===== src/rtl/instr_fetch_queue.sv =====
// Instruction prefetch FIFO between fetch and decode: {PC, instr} circular buffer with flush.
// Optional zero-latency pass-through for an empty queue: define IFQ_BYPASS_EN.
module instr_fetch_queue #(
  parameter int                 DEPTH     = 4,
  parameter int                 PC_W      = 64,
  parameter int                 INSTR_W   = 32,
  parameter logic [INSTR_W-1:0] NOP_INSTR = 32'h00000013
) (
  input  logic                       clk_i,
  input  logic                       reset_i,
  input  logic                       flush_i,
  input  logic                       enq_valid_i,
  input  logic [PC_W-1:0]            enq_pc_i,
  input  logic [INSTR_W-1:0]         enq_instr_i,
  output logic                       enq_ready_o,
  output logic                       deq_valid_o,
  output logic [PC_W-1:0]            deq_pc_o,
  output logic [INSTR_W-1:0]         deq_instr_o,
  input  logic                       deq_ready_i,
  output logic [$clog2(DEPTH):0]     count_o,
  output logic                       empty_o,
  output logic                       full_o
);
  localparam int AW = $clog2(DEPTH);
  localparam int CW = AW + 1;

  typedef struct packed {
    logic [PC_W-1:0]    pc;
    logic [INSTR_W-1:0] instr;
  } entry_t;

  entry_t          mem_q [DEPTH];
  entry_t          head;
  logic [AW-1:0]   wr_ptr_q, wr_ptr_d, rd_ptr_q, rd_ptr_d;
  logic [CW-1:0]   count_q, count_d;
  logic            bypass, enq_fire, deq_fire, do_wr, do_rd;

  assign full_o      = (count_q == CW'(DEPTH));
  assign empty_o     = (count_q == '0);
  assign enq_ready_o = !full_o;
  assign count_o     = count_q;
  assign head        = mem_q[rd_ptr_q];

`ifdef IFQ_BYPASS_EN
  assign bypass = empty_o && enq_valid_i && !flush_i;
`else
  assign bypass = 1'b0;
`endif

  assign deq_valid_o = !empty_o || bypass;

  always_comb begin
    deq_pc_o    = '0;
    deq_instr_o = NOP_INSTR;
    if (bypass) begin
      deq_pc_o    = enq_pc_i;
      deq_instr_o = enq_instr_i;
    end else if (!empty_o) begin
      deq_pc_o    = head.pc;
      deq_instr_o = head.instr;
    end
  end

  assign enq_fire = enq_valid_i && enq_ready_o;
  assign deq_fire = deq_valid_o && deq_ready_i;
  // A bypassed entry taken the same cycle never touches storage.
  assign do_wr    = enq_fire && !flush_i && !(bypass && deq_ready_i);
  assign do_rd    = deq_fire && !bypass;

  always_comb begin
    wr_ptr_d = wr_ptr_q;
    rd_ptr_d = rd_ptr_q;
    count_d  = count_q;
    if (flush_i) begin
      wr_ptr_d = '0;
      rd_ptr_d = '0;
      count_d  = '0;
    end else begin
      if (do_wr) wr_ptr_d = wr_ptr_q + 1'b1;
      if (do_rd) rd_ptr_d = rd_ptr_q + 1'b1;
      case ({do_wr, do_rd})
        2'b10:   count_d = count_q + 1'b1;
        2'b01:   count_d = count_q - 1'b1;
        default: count_d = count_q;
      endcase
    end
  end

  always_ff @(posedge clk_i) begin
    if (reset_i) begin
      wr_ptr_q <= '0;
      rd_ptr_q <= '0;
      count_q  <= '0;
    end else begin
      wr_ptr_q <= wr_ptr_d;
      rd_ptr_q <= rd_ptr_d;
      count_q  <= count_d;
    end
  end

  always_ff @(posedge clk_i) begin
    if (do_wr) mem_q[wr_ptr_q] <= '{pc: enq_pc_i, instr: enq_instr_i};
  end

  always_ff @(posedge clk_i) begin
    if (!reset_i) begin
      assert (count_q <= CW'(DEPTH));
      assert (!(do_rd && count_q == '0));
    end
  end
endmodule


===== config.mk =====
export PLATFORM = sky130hd
export DESIGN_NAME = instr_fetch_queue
export DESIGN_NICKNAME = d
export VERILOG_FILES = /design/src/rtl/instr_fetch_queue.sv
export SDC_FILE = /design/constraint.sdc
export NUM_CORES = 1
export LEC_CHECK = 0
export ABC_CLOCK_PERIOD_IN_PS = 6300
export CORE_UTILIZATION = 25
export DETAILED_ROUTE_END_ITERATION = 10
export SLEW_MARGIN = 25
export SYNTH_ARGS = -nofsm -noshare
export SYNTH_HDL_FRONTEND = slang
export SYNTH_SLANG_ARGS = --single-unit
export TNS_END_PERCENT = 50

===== constraint.sdc =====
create_clock -name clk_i -period 6.3 [get_ports clk_i]
set_input_delay 1.89 -clock clk_i [delete_from_list [all_inputs] [get_ports clk_i]]
set_output_delay 1.89 -clock clk_i [all_outputs]
set_load 0.02 [all_outputs]

* After elaboration in Yosys (flattened, before gate mapping)
Memories as Yosys holds them, arrays and structs flattened. A register that Yosys moved wholly into a read port is not among the register bits.
Index checks and enable logic that the tools add are counted.
** Storage, ports and cells
- Memories :: 1
- Input bits :: 101
- Output and inout bits :: 103
- Register bits :: 7
- RAM bits :: 384
** Cells by class
- Multiplexer cells :: 7
- Add/sub/neg operators :: 4
- Reductions and logical operators :: 9
- Eq/ne operators :: 3
** Memory list
- mem_q :: depth 4, width 96, rd ports 1, clocked after Yosys merged registers in 1, wr ports 1, RTL line 32 : entry_t mem_q [DEPTH];
** Operators by type and width (number)
- $mux 64 :: 1
- $mux 32 :: 1
- $pmux 3 s2 :: 1
- $add 2x1->2 const B :: 2
- $mux 2 :: 2
- $add 3x1->3 const B :: 1
- $eq 3x3->1 const B :: 1
- $logic_and 1x1->1 :: 3
- $logic_not 1->1 :: 3
- $logic_not 3->1 :: 1
- $sub 3x1->3 const B :: 1
- $eq 2x1->1 const B :: 1
- $eq 2x2->1 const B :: 1
- $mux 1 :: 2
- $reduce_bool 2->1 :: 1
- $reduce_or 2->1 :: 1

* Depth between registers and ports, before layout
Gate-level depths: netlist of the first run.
- Word-level depth :: 6
- Mapped depth :: 10
- Mapped depth without buffers :: 10

* Worst setup path before layout of the first run
Ideal clock, no wire load.
- Path kind :: input-to-reg
- Start :: in enq_valid_i
- End :: mem mem_q[0][0] in the netlist's numbering, enable pin
- Arrival :: 4514 ps
- Setup time :: 466 ps
- Path buffers :: 0
- Path slack :: 1320 ps
- Cell stages on the path :: 3
- Path through :: inv_1 -> nor3_1 -> and2_1
** Between the ends
- Cells in the longest elaborated chain, start to end :: 4
** RTL lines
- start: declaration :: RTL line 12 : input logic enq_valid_i,
- $logic_and 1x1->1 :: RTL line 64 : assign enq_fire = enq_valid_i && enq_ready_o;
- $logic_and 1x1->1 :: RTL line 67 : assign do_wr = enq_fire && !flush_i && !(bypass && deq_ready_i);
- $mux 1 :: RTL line 102 : if (do_wr) mem_q[wr_ptr_q] <= '{pc: enq_pc_i, instr: enq_instr_i};
- $mux 1 (not written as such) :: RTL line 102
- end: declaration :: RTL line 32
No other way between the ends.

==> results of run 1 <==
worst reg2reg max path: stages (launching register included):
cell,delay [ns]
dfxtp_1,0.43
or3b_2,0.24
inv_1,0.10
nor3_1,0.41
and2_4,0.73
buf_4,0.52
routing by layer:
metal | global-route usage | up-vias | part of all wire
met1 | 0.134 | 3738 | 0.42
li1 | - | 3160 | -
met3 | 0.0374 | 59 | 0.066
met4 | 0.0330 | 6 | 0.021
met2 | 0.181 | 162 | 0.50
met5 | 0 | - | 0.0013
layout make-up:
| type | count | area (sq um) |
|---|---|---|
| Antenna cell | 1 | 2.50 |
| Clock buffer | 62 | 1230 |
| Clock inverter | 16 | 149 |
| Fill cell | 5654 | 39700 |
| Inverter | 10 | 37.5 |
| Multi-Input combinational cell | 229 | 3040 |
| Sequential cell | 393 | 11700 |
| Tap cell | 773 | 967 |
| Timing Repair Buffer | 216 | 2190 |
worst max path at each step:
stage	endpoint	slack [ns]	cells past startpoint
2_1_floorplan	mem_q[0][0]	1.32	3
3_3_place_gp	mem_q[0][88]	1.70	5
3_5_place_dp	mem_q[0][86]	1.64	5
4_1_cts	deq_pc_o[42]	1.10	4
5_1_grt	deq_pc_o[42]	0.98	4
6_report	deq_pc_o[42]	1.27	4
sequential cells by signal, summed over array words and instances, names as in the netlist, named ones only:
signal and cells:
count_o 3, mem_q 384, wr_ptr_q 2, rd_ptr_q 2
layout by cell type (no fill, tap or decap), types with 5 or more instances in the layout:
cell,Yosys,final
a21oi_1,5,5
and2_1,97,93
buf_12,1,5
buf_4,0,8
clkbuf_1,16,13
clkbuf_16,0,45
clkdlybuf4s50_1,0,203
clkinv_2,0,7
dfxtp_1,9,7
edfxtp_1,384,384
ha_1,5,5
inv_1,10,10
mux4_2,96,96
nor2_1,5,5
per-stage QoR:
stage	util	hold slack, ns
final	0.328	0.484
after global routing	0.328	0.515
after CTS	0.328	0.488
after detailed placement	0.304	0.473
after global placement	0.304	0.468
after floorplan	-	0.459
power by group through the flow:
stage / Clock (uW) / Combinational (uW) / Sequential, uW
3_3_place_gp: 0 / 295 / 2980
4_1_cts: 2540 / 301 / 2930
3_5_place_dp: 0 / 300 / 2980
5_1_grt: 2630 / 316 / 2930
6_report: 2440 / 293 / 2930
2_1_floorplan: 0 / 122 / 2980
cell families (layout without fill, tap and decap cells):
group | count (synthesis) | count (layout)
compound gates | 10 | 10
xor+xnor | 3 | 3
fa+ha+maj | 6 | 6
buf+inv | 43 | 304
flops | 393 | 393
mux | 96 | 96
other cells | 0 | 1
simple gates | 114 | 114
==> flow_metrics.env, run 1 <==
export IMPL_status="complete, no violations"
export IMPL_hold_path_class="register to register"
export IMPL_cts_hold_buffers=0
export IMPL_synthToLayoutAreaGrowth_pct=29.2
export IMPL_cp_num_buf_inv=2
export IMPL_die_area_sq_mm=0.0608
export IMPL_fp_coreArea_sq_mm=0.0590
export IMPL_die_h_microns=247
export IMPL_final_antenna_net_count=0
export IMPL_finalSetupViolCount=0
export IMPL_yosys_area_share_adder=0.00552
export IMPL_min_from="rd_ptr_q[1]"
export IMPL_slowest_delay_ns=0.82
export IMPL_clkPwrFrac=0.431
export IMPL_numCtsBuffers=44
export IMPL_maxCapViolCount=0
export IMPL_cp_slowest_cell="dfxtp_4"
export IMPL_min_period_over_period=0.799
export IMPL_synthTopCellsByCount="edfxtp_1 (384), and2_1 (97), mux4_2 (96)"
export IMPL_yosysMostFrequentCell="edfxtp_1"
export IMPL_ys_async_sr_fraction=0
export IMPL_cpLargestDelayFamily="buffers and inverters"
export IMPL_start_util=0.253
export IMPL_avgRoutedWirePerCell_microns=19.2
export IMPL_p_int_uw=4510
export IMPL_synthCells=665
export IMPL_dr_pass1_iters=4
export IMPL_clk_pin_slew_worst_paths_ns=0.06
export IMPL_synth_edf_count=384
export IMPL_final_max_slew_viol_count=0
export IMPL_place_area_sq_mm=0.0180
export IMPL_fin_crit_ns=5.03
export IMPL_fin_area_sq_mm=0.0193
export IMPL_avgSynthCellArea_sq_um=22.5
export IMPL_cts_resized=0
export IMPL_nets=1001
export IMPL_r2r_worst_path_cells=5
export IMPL_synth_seq_cells=393
export IMPL_combPwrFrac=0.052
export IMPL_die_w_microns=247
export IMPL_track_usage=0.109
export IMPL_hold_path_depth=2
export IMPL_hpwl_microns=19000
export IMPL_p_total_uw=5660
export IMPL_port_buffers=203
export IMPL_setup_slack_ns=1.27
export IMPL_yosys_area_top_type_share=0.771
export IMPL_post_cts_buffers=0
export IMPL_row_count=89
export IMPL_tightest_slew_ns=0.782
export IMPL_ys_seq_area_frac=0.783
export IMPL_cellPowerDensity_mw_per_mm2=293
export IMPL_vias_per_cell=4.19
export IMPL_routed_wl_microns=32700
export IMPL_hold_violations=0
export IMPL_fmax_ghz=0.199
export IMPL_dp_cells=1621
export IMPL_end_kind="primary output"
export IMPL_worstPathCellList="buf_4 > mux4_2 > and2_1 > clkdlybuf4s50_1"
export IMPL_clockBufferDepth=3
export IMPL_layout_drive_gt1_share=0.197
export IMPL_gp_congestion=0.667
export IMPL_synth_simple_area_share=0.0466
export IMPL_synth_compound_area_share=0.00351
export IMPL_crit_arrival_ns=3.14
export IMPL_synth_top_family_by_area="multiplexers"
export IMPL_yosysWarnings=0
export IMPL_vdd_drop_max_mv=0.168
export IMPL_path_class="register to primary output"
export IMPL_grt_first_pass_wirelength_microns=48800
export IMPL_cts_root_buf="clkbuf_16"
export IMPL_post_place_ws_ns=1.64
export IMPL_stdcell_count=1700
export IMPL_synth_xor_xnor_area_share=0.00176
export IMPL_clock_sinks=393
export IMPL_synthTopCellsByArea="edfxtp_1 (77%), mux4_2 (14%), and2_1 (4.1%), dfxtp_1 (1.2%), ha_1 (0.42%)"
export IMPL_required_ns=4.41
export IMPL_cts_tree="built"
export IMPL_r2r_end="mem_q[0][88]"
export IMPL_fin_worst_skew_ns=0.00849
export IMPL_p_sw_uw=1150
export IMPL_maxSlewHeadroom=0.478
export IMPL_synth_area_leader_cell="edfxtp_1"
export IMPL_synth_area_sq_mm=0.0150
export IMPL_crit_path_max_fanout=33
export IMPL_p_leak_uw=0.00596
export IMPL_startpoint_type="register"
export IMPL_grt_pass1_vias=7810
export IMPL_grt_ovfl_total=0
export IMPL_grt_max_degree=97
export IMPL_r2r_slack_ns=3.51
export IMPL_synth_area_mux_share=0.145
export IMPL_drc=0
export IMPL_clock_latency_ns=0.55
export IMPL_num_vias=7125
export IMPL_seqPwrFrac=0.517
export IMPL_synth_cell_type_count=23
export IMPL_synth_nets=772
export IMPL_grt_antenna_before_repair=4
export IMPL_fin_setup_tns_ns=0
export IMPL_io_pins=204
export IMPL_synthFlopType="edfxtp_1"
export IMPL_h_tree_depth=2
export IMPL_rsz0062_at_grt="false"
export IMPL_timing_rr_start="count_o[0]"
export IMPL_drt_iter0_markers=316
export IMPL_sw_frac_of_total=0.204
Note: power is estimated with default switching activity, not from simulation.
==> run 2, diff against run 1 <==
- ABC_CLOCK_PERIOD_IN_PS: 6300 -> 4610
- clock period: 6.3 -> 4.61 ns (I/O delays scaled with it)
==> run 2 against run 1 <==
Effect of this change: die area unchanged; register-to-register slack got worse by 1.5 ns; utilization increased by 0.48 points; final area increased by 1.5%; worst setup slack got worse by 0.85 ns; hold slack improved by 0.00065 ns; count of clock-buffer cells in the layout decreased by 14; global-route usage increased by 0.25 points; critical path type unchanged.
==> flow_metrics.env, run 2 (same netlist as run 1, synthesis figures left out) <==
export IMPL_final_cell_mix="edfxtp_1 (384), clkdlybuf4s50_1 (203), mux4_2 (96)"
export IMPL_rsz0062_at_grt="false"
export IMPL_io_pins=204
export IMPL_fin_crit_ns=4.19
export IMPL_diodes=0
export IMPL_clockBufferDepth=3
export IMPL_dr_pass1_iters=7
export IMPL_grt_ovfl_total=0
export IMPL_grt_pass1_vias=7714
export IMPL_tightest_slew_ns=0.594
export IMPL_final_max_slew_viol_count=0
export IMPL_post_place_ws_ns=0.893
export IMPL_avgRoutedWirePerCell_microns=19.7
export IMPL_end_kind="primary output"
export IMPL_finalSetupViolCount=0
export IMPL_layout_commonest_cell="edfxtp_1"
export IMPL_status="complete, no violations"
export IMPL_fin_worst_skew_ns=0.0217
export IMPL_slowest_delay_ns=0.73
export IMPL_required_ns=3.23
export IMPL_hpwl_microns=20200
export IMPL_clock_latency_ns=0.57
export IMPL_cellPowerDensity_mw_per_mm2=410
export IMPL_vias_per_cell=4.23
export IMPL_multiInputGateArea_sq_mm=0.00304
export IMPL_p_total_uw=8040
export IMPL_numCtsBuffers=45
export IMPL_min_period_over_period=0.909
export IMPL_clock_sinks=393
export IMPL_cts_resized=0
export IMPL_final_antenna_net_count=0
export IMPL_largest_register_ffs=384
export IMPL_nets=1007
export IMPL_crit_path_max_fanout=32
export IMPL_start_util=0.253
export IMPL_num_vias=7217
export IMPL_fp_coreArea_sq_mm=0.0590
export IMPL_grt_antenna_before_repair=6
export IMPL_maxCapViolCount=0
export IMPL_drt_iter0_markers=359
export IMPL_ff_latch_area_sq_mm=0.0117
export IMPL_n_fill_cell=5610
export IMPL_vdd_drop_max_mv=0.214
export IMPL_stdcell_count=1708
export IMPL_p_leak_uw=0.00607
export IMPL_crit_arrival_ns=2.81
export IMPL_die_h_microns=247
export IMPL_port_buffers=203
export IMPL_die_area_sq_mm=0.0608
export IMPL_grt_first_pass_wirelength_microns=49700
export IMPL_fmax_ghz=0.239
export IMPL_synthToLayoutAreaGrowth_pct=31.1
export IMPL_cp_num_buf_inv=2
export IMPL_cpLargestDelayFamily="buffers and inverters"
export IMPL_gp_congestion=0.685
export IMPL_fin_setup_tns_ns=0
export IMPL_worstPathCellList="buf_4 > mux4_2 > and2_1 > clkdlybuf4s50_1"
export IMPL_maxSlewHeadroom=0.604
export IMPL_die_w_microns=247
export IMPL_clk_pin_slew_worst_paths_ns=0.06
export IMPL_hold_violations=0
export IMPL_cts_root_buf="clkbuf_16"
export IMPL_path_class="register to primary output"
export IMPL_h_tree_depth=2
export IMPL_cts_hold_buffers=0
export IMPL_track_usage=0.112
export IMPL_cts_tree="built"
export IMPL_drc=0
export IMPL_hold_path_class="register to register"
export IMPL_routed_wl_microns=33700
export IMPL_post_cts_buffers=0
export IMPL_cp_slowest_cell="dfxtp_4"
export IMPL_dp_cells=1626
export IMPL_regMostFlops="mem_q"
export IMPL_row_count=89
export IMPL_grt_max_degree=75
export IMPL_startpoint_type="register"
export IMPL_layout_drive_gt1_share=0.211
export IMPL_setup_slack_ns=0.419
-- run 2: cell types whose count changed in the layout (fill, tap and decap cells not counted), sizes merged --
| cell | previous run | this run |
|---|---|---|
| buf | 13 | 18 |
| clkinvlp | 2 | 6 |
| bufinv | 2 | 6 |
| diode | 1 | 0 |
| clkinv | 8 | 17 |
| clkbuf | 62 | 48 |
| inv | 14 | 15 |
-- run 2: tightest hold or removal path: stages (launching register included) --
cell and delay (ns):
dfxtp_1 0.30, o21ai_0 0.06, a21oi_1 0.07
-- run 2: per-stage QoR --
step,instance area (sq um),utilization,hold WS [ns]
floorplan,15000,-,0.459
global placement,18100,0.306,0.461
detailed placement,18100,0.306,0.477
CTS,19600,0.332,0.488
global route,19600,0.332,0.531
finish,19600,0.332,0.485
-- run 2: cell type report --
| class | count | share of cell area |
|---|---|---|
| timing repair buffer | 221 | 0.119 |
| sequential | 393 | 0.597 |
| clock inverter | 34 | 0.0176 |
| inverter | 10 | 0.00191 |
| multi-input combinational | 229 | 0.155 |
| tap | 773 | 0.0493 |
| clock buffer | 48 | 0.0602 |
-- run 2: power by group --
part	internal (uW)	leakage (uW)	switching (uW)
Combinational	208	0.00177	200
Clock	2200	0.000739	1440
Sequential	3980	0.00356	13.0
-- run 2: worst paths after layout --
path,slack (ns),to,start,cells after the start
min reg2reg,0.48,register,rd_ptr_q[1],2
max,0.42,deq_pc_o[40],register,4
min,0.48,register,rd_ptr_q[1],2
max reg2reg,1.99,count_o[2],count_o[2],10
-- run 2: routing by layer --
metal	vias to the layer above	track usage	wire [microns]
met5	-	0	84
met4	12	0.0343	834
met3	69	0.0427	2650
met2	188	0.181	16200
met1	3769	0.138	13900
li1	3179	-	-
==> run 3, diff against run 2 <==
- CORE_MARGIN: unset -> 1
- MAX_ROUTING_LAYER: unset -> met4
==> run 3 against run 2 <==
Effect of this change: worst setup slack worse by 0.0022 ns; critical path depth unchanged; non-clock buffer count stayed put; clock skew is 0.0011 ns lower; combinational power hardly changed; cell count up 0.35%; fmax about the same; critical endpoint unchanged; highest routed layer is now met4.
==> flow_metrics.env, run 3 (same netlist as run 1, synthesis figures left out) <==
export IMPL_grt_antenna_before_repair=6
export IMPL_p_leak_uw=0.00607
export IMPL_startpoint_type="register"
export IMPL_largest_register_ffs=384
export IMPL_fin_area_sq_mm=0.0196
export IMPL_fp_coreArea_sq_mm=0.0590
export IMPL_crit_arrival_ns=2.81
export IMPL_grt_ovfl_total=0
export IMPL_cellPowerDensity_mw_per_mm2=409
export IMPL_rsz0062_at_grt="false"
export IMPL_row_count=89
export IMPL_layout_commonest_cell="edfxtp_1"
export IMPL_r2r_slack_ns=1.99
export IMPL_die_w_microns=247
export IMPL_num_vias=7210
export IMPL_synthToLayoutAreaGrowth_pct=31.2
export IMPL_final_antenna_net_count=0
export IMPL_status="complete, no violations"
export IMPL_numCtsBuffers=45
export IMPL_clock_latency_ns=0.56
export IMPL_h_tree_depth=2
export IMPL_fmax_ghz=0.238
export IMPL_grt_pass1_vias=7717
export IMPL_clock_sinks=393
export IMPL_vias_per_cell=4.21
export IMPL_cts_resized=0
export IMPL_crit_path_max_fanout=32
export IMPL_post_cts_buffers=0
export IMPL_r2r_end="count_o[2]"
export IMPL_fin_worst_skew_ns=0.0205
export IMPL_gp_congestion=0.692
export IMPL_die_area_sq_mm=0.0608
export IMPL_hold_violations=0
export IMPL_layout_drive_gt1_share=0.211
export IMPL_die_h_microns=247
export IMPL_final_cell_mix="edfxtp_1 (384), clkdlybuf4s50_1 (203), mux4_2 (96)"
export IMPL_path_class="register to primary output"
export IMPL_timing_rr_start="count_o[2]"
export IMPL_dr_pass1_iters=4
export IMPL_clk_pin_slew_worst_paths_ns=0.06
export IMPL_grt_first_pass_wirelength_microns=49700
export IMPL_end_kind="primary output"
export IMPL_hold_path_class="register to register"
export IMPL_vdd_drop_max_mv=0.214
export IMPL_required_ns=3.23
export IMPL_maxSlewHeadroom=0.608
export IMPL_start_util=0.253
export IMPL_regMostFlops="mem_q"
export IMPL_min_period_over_period=0.910
export IMPL_place_area_sq_mm=0.0181
export IMPL_io_pins=204
export IMPL_hold_path_depth=2
export IMPL_cts_tree="built"
export IMPL_grt_max_degree=75
export IMPL_tightest_slew_ns=0.588
export IMPL_clockBufferDepth=3
export IMPL_avgRoutedWirePerCell_microns=19.6
export IMPL_finalSetupViolCount=0
export IMPL_drc=0
export IMPL_drt_iter0_markers=339
export IMPL_port_buffers=203
export IMPL_cts_root_buf="clkbuf_16"
export IMPL_min_from="rd_ptr_q[1]"
export IMPL_r2r_worst_path_cells=10
export IMPL_final_max_slew_viol_count=0
export IMPL_cts_hold_buffers=0
export IMPL_track_usage=0.115
export IMPL_nets=1007
export IMPL_routed_wl_microns=33600
export IMPL_fin_crit_ns=4.19
export IMPL_fin_setup_tns_ns=0
export IMPL_hpwl_microns=20200
export IMPL_maxCapViolCount=0
==> run 3: changes by cell type in the layout (fill, tap and decap cells not counted) <==
cell     delta
diode_2     +6
==> run 3: worst max-delay path, stage by stage (launching register included) <==
cell	delay [ns]
dfxtp_4	0.73
buf_4	0.43
mux4_2	0.37
and2_1	0.18
clkdlybuf4s50_1	0.53
==> run 3: how the worst max path moves through the flow <==
stage                           start            to  slack (ns)  cells after the start
after detailed placement  enq_valid_i  mem_q[2][53]        0.89                      5
after floorplan           enq_valid_i   mem_q[2][0]        0.14                      3
after global routing         register  deq_pc_o[40]        0.24                      4
final                        register  deq_pc_o[40]        0.42                      4
after CTS                    register  deq_pc_o[54]        0.30                      4
after global placement    enq_valid_i  mem_q[2][53]        0.88                      5
==> run 3: cell type report <==
cell class,instances,area (sq um)
inverters,10,37.5
flip-flops and latches,393,11700
well taps,773,967
diodes,6,15.0
fillers,5611,39400
multi-input cells,229,3040
clock inverters,34,345
clock buffers,48,1180
repair buffers,221,2330
==> run 3: power breakdown <==
part           total, uW  switching [uW]  internal, uW
Sequential          3990            13.1          3980
Clock               3630            1440          2200
Combinational        409             201           208
==> run 3: metal layers <==
layer | global-route usage | wire length, microns
met1 | 0.138 | 13900
met2 | 0.181 | 16200
met3 | 0.0428 | 2760
met4 | 0.0343 | 759
met5 | - | 0
==> run 3: per-stage QoR <==
stage	total power (uW)	setup WS [ns]	std cells	hold WS, ns	utilization
after floorplan	4240	0.137	665	0.459	-
after global placement	4480	0.881	1626	0.461	0.306
after detailed placement	4490	0.893	1626	0.477	0.306
after CTS	8170	0.304	1708	0.488	0.332
after global routing	8310	0.240	1714	0.531	0.333
final	8040	0.417	1714	0.485	0.333
